===== src/rtl/pingpong_ram_if.sv =====
// Streaming port bundle for the ping-pong frame RAM.
// The producer/consumer side takes the master modport; the RAM takes the slave modport.
interface pingpong_ram_if #(
    parameter int NB = 16
);
    logic          ED;
    logic          START;
    logic [NB-1:0] DI;
    logic          HOLD;
    logic [NB-1:0] DO;
    logic          DVALID;
    logic          RDY;
    logic          OVF;

    modport master (
        output ED, START, DI, HOLD,
        input  DO, DVALID, RDY, OVF
    );

    modport slave (
        input  ED, START, DI, HOLD,
        output DO, DVALID, RDY, OVF
    );
endinterface


===== src/rtl/pingpong_ram.sv =====
// Double-buffered frame RAM: one bank fills with a 2^LOGN-sample frame while the other streams out.
// Define BITREV_EN to read each frame in bit-reversed address order (FFT output reordering).
module pingpong_ram #(
    parameter int NB   = 16,
    parameter int LOGN = 6
) (
    input logic           CLK,
    input logic           RST,
    pingpong_ram_if.slave bus
);
    localparam int DEPTH = 1 << LOGN;
    localparam logic [LOGN-1:0] LAST = '1;

    // Both banks share one array; the top address bit selects the bank.
    logic [NB-1:0]   mem [0:2*DEPTH-1];

    logic            wbank;
    logic            wactive;
    logic            ractive;
    logic            ovf;
    logic            dvalid;
    logic            rdy;
    logic [LOGN-1:0] wcnt;
    logic [LOGN-1:0] rcnt;
    logic [LOGN-1:0] waddr;
    logic [LOGN-1:0] raddr;
    logic [NB-1:0]   dout;
    logic            we;
    logic            wlast;
    logic            rd_issue;
    logic            rlast;

    always_comb begin
        we       = bus.START || wactive;
        waddr    = bus.START ? '0 : wcnt;
        wlast    = we && (waddr == LAST);
        rd_issue = ractive && !bus.HOLD;
        rlast    = rd_issue && (rcnt == LAST);
    end

`ifdef BITREV_EN
    always_comb begin
        raddr = '0;
        for (int i = 0; i < LOGN; i++) begin
            raddr[i] = rcnt[LOGN-1-i];
        end
    end
`else
    assign raddr = rcnt;
`endif

    always_ff @(posedge CLK) begin
        if (!RST && bus.ED && we) begin
            mem[{wbank, waddr}] <= bus.DI;
        end
    end

    always_ff @(posedge CLK) begin
        if (RST) begin
            wbank   <= 1'b0;
            wcnt    <= '0;
            wactive <= 1'b0;
            rcnt    <= '0;
            ractive <= 1'b0;
            ovf     <= 1'b0;
            dout    <= '0;
            dvalid  <= 1'b0;
            rdy     <= 1'b0;
        end else if (bus.ED) begin
            if (bus.START) begin
                wcnt    <= LOGN'(1);
                wactive <= 1'b1;
            end else if (wactive) begin
                wcnt <= wcnt + LOGN'(1);
            end

            if (rd_issue) begin
                dout   <= mem[{~wbank, raddr}];
                dvalid <= 1'b1;
                rdy    <= (rcnt == '0);
                rcnt   <= rcnt + LOGN'(1);
                if (rlast) begin
                    ractive <= 1'b0;
                end
            end else begin
                dvalid <= 1'b0;
                rdy    <= 1'b0;
            end

            // Completion hands the fresh bank to the reader and drops any unread tail.
            if (wlast) begin
                wactive <= 1'b0;
                wbank   <= ~wbank;
                ractive <= 1'b1;
                rcnt    <= '0;
                if (ractive && !rlast) begin
                    ovf <= 1'b1;
                end
            end
        end
    end

    assign bus.DO     = dout;
    assign bus.DVALID = dvalid;
    assign bus.RDY    = rdy;
    assign bus.OVF    = ovf;
endmodule


===== src/flat_wrapper.sv =====
// flat-port wrapper written by rule: the top's interface ports become plain ports
module pingpong_ram_flat 
#(
    parameter int NB   = 16,
    parameter int LOGN = 6
)
  (CLK, RST, bus_ED, bus_START, bus_DI, bus_HOLD, bus_DO, bus_DVALID, bus_RDY, bus_OVF);
  pingpong_ram_if #(.NB(NB)) bus_i ();
  input logic CLK;
  input logic RST;
  input wire logic [$bits(bus_i.ED)-1:0] bus_ED;
  input wire logic [$bits(bus_i.START)-1:0] bus_START;
  input wire logic [$bits(bus_i.DI)-1:0] bus_DI;
  input wire logic [$bits(bus_i.HOLD)-1:0] bus_HOLD;
  output wire logic [$bits(bus_i.DO)-1:0] bus_DO;
  output wire logic [$bits(bus_i.DVALID)-1:0] bus_DVALID;
  output wire logic [$bits(bus_i.RDY)-1:0] bus_RDY;
  output wire logic [$bits(bus_i.OVF)-1:0] bus_OVF;
  assign bus_i.ED = bus_ED;
  assign bus_i.START = bus_START;
  assign bus_i.DI = bus_DI;
  assign bus_i.HOLD = bus_HOLD;
  assign bus_DO = bus_i.DO;
  assign bus_DVALID = bus_i.DVALID;
  assign bus_RDY = bus_i.RDY;
  assign bus_OVF = bus_i.OVF;
  pingpong_ram #(.NB(NB), .LOGN(LOGN)) u_core (.CLK(CLK), .RST(RST), .bus(bus_i));
endmodule

===== config.mk =====
export PLATFORM = sky130hd
export DESIGN_NAME = pingpong_ram_flat
export DESIGN_NICKNAME = d
export VERILOG_FILES = /design/src/rtl/pingpong_ram_if.sv /design/src/rtl/pingpong_ram.sv /design/src/flat_wrapper.sv
export SDC_FILE = /design/constraint.sdc
export NUM_CORES = 2
export LEC_CHECK = 0
export BUFFER_PORTS_ARGS = -buffer_cell sky130_fd_sc_hd__buf_2
export CORE_MARGIN = 2
export CORE_UTILIZATION = 45
export DETAILED_ROUTE_END_ITERATION = 8
export PLACE_DENSITY_LB_ADDON = 0.25
export SLEW_MARGIN = 30
export SYNTH_ARGS = -nofsm -noshare
export SYNTH_HDL_FRONTEND = slang
export SYNTH_SLANG_ARGS = --single-unit

===== constraint.sdc =====
create_clock -name CLK -period 6.55 [get_ports CLK]
set_clock_uncertainty 0.15 [all_clocks]
set_input_delay 0 -clock CLK [delete_from_list [all_inputs] [get_ports CLK]]
set_output_delay 0 -clock CLK [all_outputs]
set_load 0.05 [all_outputs]

## After elaboration in Yosys (flattened, before gate mapping)

Memory sizes are Yosys's and may differ from the RTL's. A register that Yosys moved wholly into a read port is not among the register bits.
Cells that the tools add are included.

| storage, ports and cells | value |
|---|---|
| register bits after elaboration | 18 |
| RAM bits | 2,048 |
| input port bits | 21 |
| output and inout bits | 19 |
| word-level logic and storage cells | 50 |
| memories kept | 1 |

Memories:

| name | depth | bits a word | rd ports | clocked after memory_dff | write ports | line | source |
|---|---|---|---|---|---|---|---|
| u_core.mem | 128 | 16 | 1 | 1 | 1 | pingpong_ram.sv:15 | `logic [NB-1:0] mem [0:2*DEPTH-1];` |

| operators by class | value |
|---|---|
| $add $sub $neg | 2 |
| eq/ne operators | 2 |
| multiplexer cells | 14 |
| bitwise operators | 1 |
| reduce and logical (&&, ||, !) cells | 22 |

Operators with widths:

| kind | number |
|---|---|
| $mux 6 | 5 |
| $add 6x1->6 const B | 2 |
| $eq 6x6->1 const B | 2 |
| $reduce_and 2->1 | 5 |
| $mux 1 | 9 |
| $reduce_bool 2->1 | 4 |
| $logic_and 1x1->1 | 6 |
| $logic_not 6->1 | 1 |
| $reduce_and 3->1 | 2 |
| $logic_not 1->1 | 3 |
| $logic_or 1x1->1 | 1 |
| $not 1->1 | 1 |

## Logic depth before layout (Yosys ltp)

| logic depth | value |
|---|---|
| depth after elaboration | 6 |
| gate-level depth with buffers | 12 |
| mapped depth without buffers | 6 |

## Worst setup path after synthesis

No wires, ideal clock.

| path | value |
|---|---|
| path kind | register -> register |
| from | register u_core.wcnt[0] |
| to | memory u_core.mem[111][0] (enable) |
| setup time | 389 ps |
| data arrival time | 2,108 ps |
| required time | 6,011 ps |
| setup slack | 3,903 ps |
| stages on the path, launching flop included | 7 |
| path buffers | 3 |
| period minus slack after synthesis | 2,647 ps |
| cells stage by stage | dfxtp_1 clkbuf_1 nand4b_1 or3_1 clkbuf_1 clkbuf_1 nor2_1 |

| on the way | value |
|---|---|
| longest elaborated chain between the ends | 1 |

Ends and longest elaborated chain:

| item | line | source |
|---|---|---|
| start, declared | pingpong_ram.sv:23 | `logic [LOGN-1:0] wcnt;` |
| start signal, assigned | pingpong_ram.sv:74 | `wcnt <= wcnt + LOGN'(1);` |
| $mux 6 | pingpong_ram.sv:35 | `waddr = bus.START ? '0 : wcnt;` |
| end, declared | pingpong_ram.sv:15 |  |

No other way between the ends.

==> metrics.yaml <==
outcome:
  status: "complete, no violations"
critical_path:
  timing.rr.start: "u_core.raddr[0]"
  endpoint_kind: "flop"
  cp-start-kind: "flop"
  crit_end: "u_core.bus.DO[5]"
  crit_fanout: 56
  path_class: "flop to flop"
  worstPathArrival_ps: 5460
  worstRegToRegCells: 7
  r2r_end: "u_core.bus.DO[5]"
  crit_path_start: "u_core.raddr[0]"
  rrSetupSlack_ps: 1650
  crit_required_ps: 7110
power:
  total_power_mw: 26.07
  sequentialPowerShare_pct: 56.1
  switching_power_mw: 5.313
  pwr-share-clk_pct: 42.7
  switching_share_pct: 20.38
  leakage_nw: 27.71
  pwr-share-comb_pct: 1.2
  p_per_area_mw_per_mm2: 285.2
  intPower_mw: 20.76
  ir_worst_vdd_mv: 0.2236
sta:
  finalCritPeriodShare_pct: 74.77
  tightest_slew_ps: 1054
  relSlewSlack_pct: 29.67
  final.setup.tns_ps: 0
  hold_violations: 0
  finalCriticalPeriod_ps: 4897
  drv_slew: 0
  setup_viol: 0
  rsz0062_at_grt: "false"
  timing.fmax_mhz: 204.2
  finalWorstSetupSlack_ps: 1653
detailed_routing:
  drtIter0Drc: 6079
  wl_per_cell_microns: 34.22
  via_count: 40484
  drt_drc_violations_left: 0
  dr.pass1.iters: 6
  totalWireLength_microns: 224200
  vias_per_cell: 6.179
  ant_nets: 0
placement:
  io_buffers: 39
  dp_hpwl_microns: 134000
  dpl_cell_area_sq_mm: 0.08472
  gp_congestion: 0.8803
  place_ws_ps: 1878
yosys:
  netlist_instances: 3739
  yosysTopAreaCell: "edfxtp_1"
  synth_top_cell_area_share_pct: 75.53
  seq_area_frac_synth_pct: 76.37
  synth_warnings: 0
  synth-edff-count: 2048
  syn_nets: 3763
  ys_ff_latch: 2082
  ys_types: 90
  async_flop_share_pct: 0
  synth_ff_type: "edfxtp_1"
  syn_area_per_cell_sq_um: 21.78
  synthTopCellsByArea: "edfxtp_1 (76%), mux4_2 (11%), mux2i_1 (2.1%)"
  synthesis.area_sq_mm: 0.08142
cts:
  cts_buffers: 205
  clk_root_buffer_cell: "clkbuf_16"
  cts-htree-levels: 4
  clkTransAtPathRegs_ps: 60
  clk_latency_ps: 850
  clock_sinks: 2082
  cts_tree: "yes"
  clockBufferDepth: 3
global_routing:
  gr-usage-met2_pct: 37.45
  grt_usage_pct: 24.20
  antenna_found_initial: 10
  grt_pass1_vias: 39404
  grt_pass1_wl_microns: 312700
  groute.layer.met3.usage_pct: 4.456
  use_met1_pct: 35.00
  grt_overflow: 0
  top_usage_layer: "met2"
  grt_max_degree: 127
flow_run:
  drv_cap: 0
floorplanning:
  start_util_pct: 45.15
  core_sq_mm: 0.1804
  num_rows: 156
  die_h_microns: 429.4
  num_io_pins: 40
  die_x_microns: 429.4
  die-area_sq_mm: 0.1844
finish:
  post-route-util_pct: 50.68
  nets: 4029
  area_delta_synth_final_pct: 12.26
  final_cell_area_sq_mm: 0.09140
  layout-drive-gt1-share_pct: 25.11
min_path:
  worstHoldPathType: "primary input to flop"
[power by group through the flow]
stage	clock, mW	sequential, mW	combinational, mW
after global routing	11.8	14.6	0.331
after floorplan	0	14.9	0.0253
after detailed placement	0	14.9	0.297
final	11.1	14.6	0.312
after global placement	0	14.9	0.283
after CTS	11.3	14.6	0.310
[worst min-delay path by stage]
| stage | cells after the start | to | slack, ps | start |
|---|---|---|---|---|
| after detailed placement | 3 | u_core.bus.DVALID | 220 | bus_HOLD |
| after global placement | 3 | u_core.bus.DVALID | 220 | bus_HOLD |
| final | 2 | u_core.mem[51][10] | 60 | bus_DI[10] |
| after floorplan | 0 | u_core.mem[0][0] | -50 | bus_DI[0] |
| after CTS | 2 | u_core.mem[50][10] | 10 | bus_DI[10] |
| after global routing | 2 | u_core.mem[51][10] | 50 | bus_DI[10] |
[metal layers]
layer | routed length [microns] | share of wire [%]
met5 | 0 | 0
met4 | 8018 | 3.6
met2 | 104800 | 47
met3 | 20000 | 8.9
met1 | 91340 | 41
[Yosys cell counts, types with 25 or more instances]
| cell | number |
|---|---|
| nor2_1 | 196 |
| o21ai_0 | 37 |
| mux4_2 | 413 |
| clkbuf_8 | 25 |
| mux4_1 | 58 |
| a21oi_1 | 61 |
| nand2_1 | 98 |
| edfxtp_1 | 2048 |
| a22oi_1 | 56 |
| buf_8 | 25 |
| nand3_1 | 28 |
| buf_2 | 47 |
| dfxtp_1 | 34 |
| clkbuf_1 | 40 |
| a221oi_1 | 40 |
| mux2i_1 | 172 |
| buf_6 | 26 |
[sequential cells by signal, summed over array words and instances (netlist names)]
name / count
u_core.mem: 2048
u_core.wbank: 1
u_core.raddr: 6
u_core.bus.RDY: 1
u_core.bus.OVF: 1
u_core.bus.DO: 16
u_core.wactive: 1
u_core.wcnt: 6
u_core.bus.DVALID: 1
u_core.ractive: 1
[layout by cell type (no fill, tap or decap), drive strengths merged, types with 49 or more instances in the layout]
cell	count
clkbuf	278
a22oi	56
nor2	198
mux4	471
mux2i	172
a21oi	61
edfxtp	2048
buf	242
clkinv	92
o21ai	49
nand2	99
[cells by family after synthesis]
logic type	after synthesis	synth area share, %
AOI/OAI and AO/OA	352	3.198
and+or+nand+nor	416	2.317
xor gates and xnor gates	9	0.09682
DFF	2082	76.37
buffers and inverters	219	2.354
muxes	658	15.62
adders and majority gates	3	0.04610
[critical path, stage by stage, from the launching register on]
cell     delay [ps]
dfxtp_4        1040
buf_12          450
mux4_2          630
a22o_1          230
o21ai_0         660
nand4_1         580
a21oi_1         830
nor4_1           90
[repair_timing]
| action | in CTS | in global routing |
|---|---|---|
| gates resized for setup | 0 | 0 |
| endpoints found under the hold margin | 989 | 13 |
| setup buffers | 0 | 0 |
| hold buffers | 27 | 1 |
[area by class of cell]
| cell class | instances | area, sq um |
|---|---|---|
| timing repair buffer | 270 | 2250 |
| clock inverter | 102 | 833.3 |
| inverter | 8 | 33.78 |
| clock buffer | 278 | 5517 |
| fill | 14393 | 88950 |
| tap | 2370 | 2965 |
| antenna | 4 | 10.01 |
| multi-input combinational | 1438 | 17600 |
| sequential | 2082 | 62200 |
[metrics by stage]
stage | hold WS, ps | instances
4_1_cts | 13.81 | 6546
6_report | 61.91 | 6552
2_1_floorplan | -51.13 | 3739
3_3_place_gp | 217.3 | 6139
5_1_grt | 45.36 | 6548
3_5_place_dp | 218.5 | 6139
Note: power is estimated with default switching activity, not from simulation.
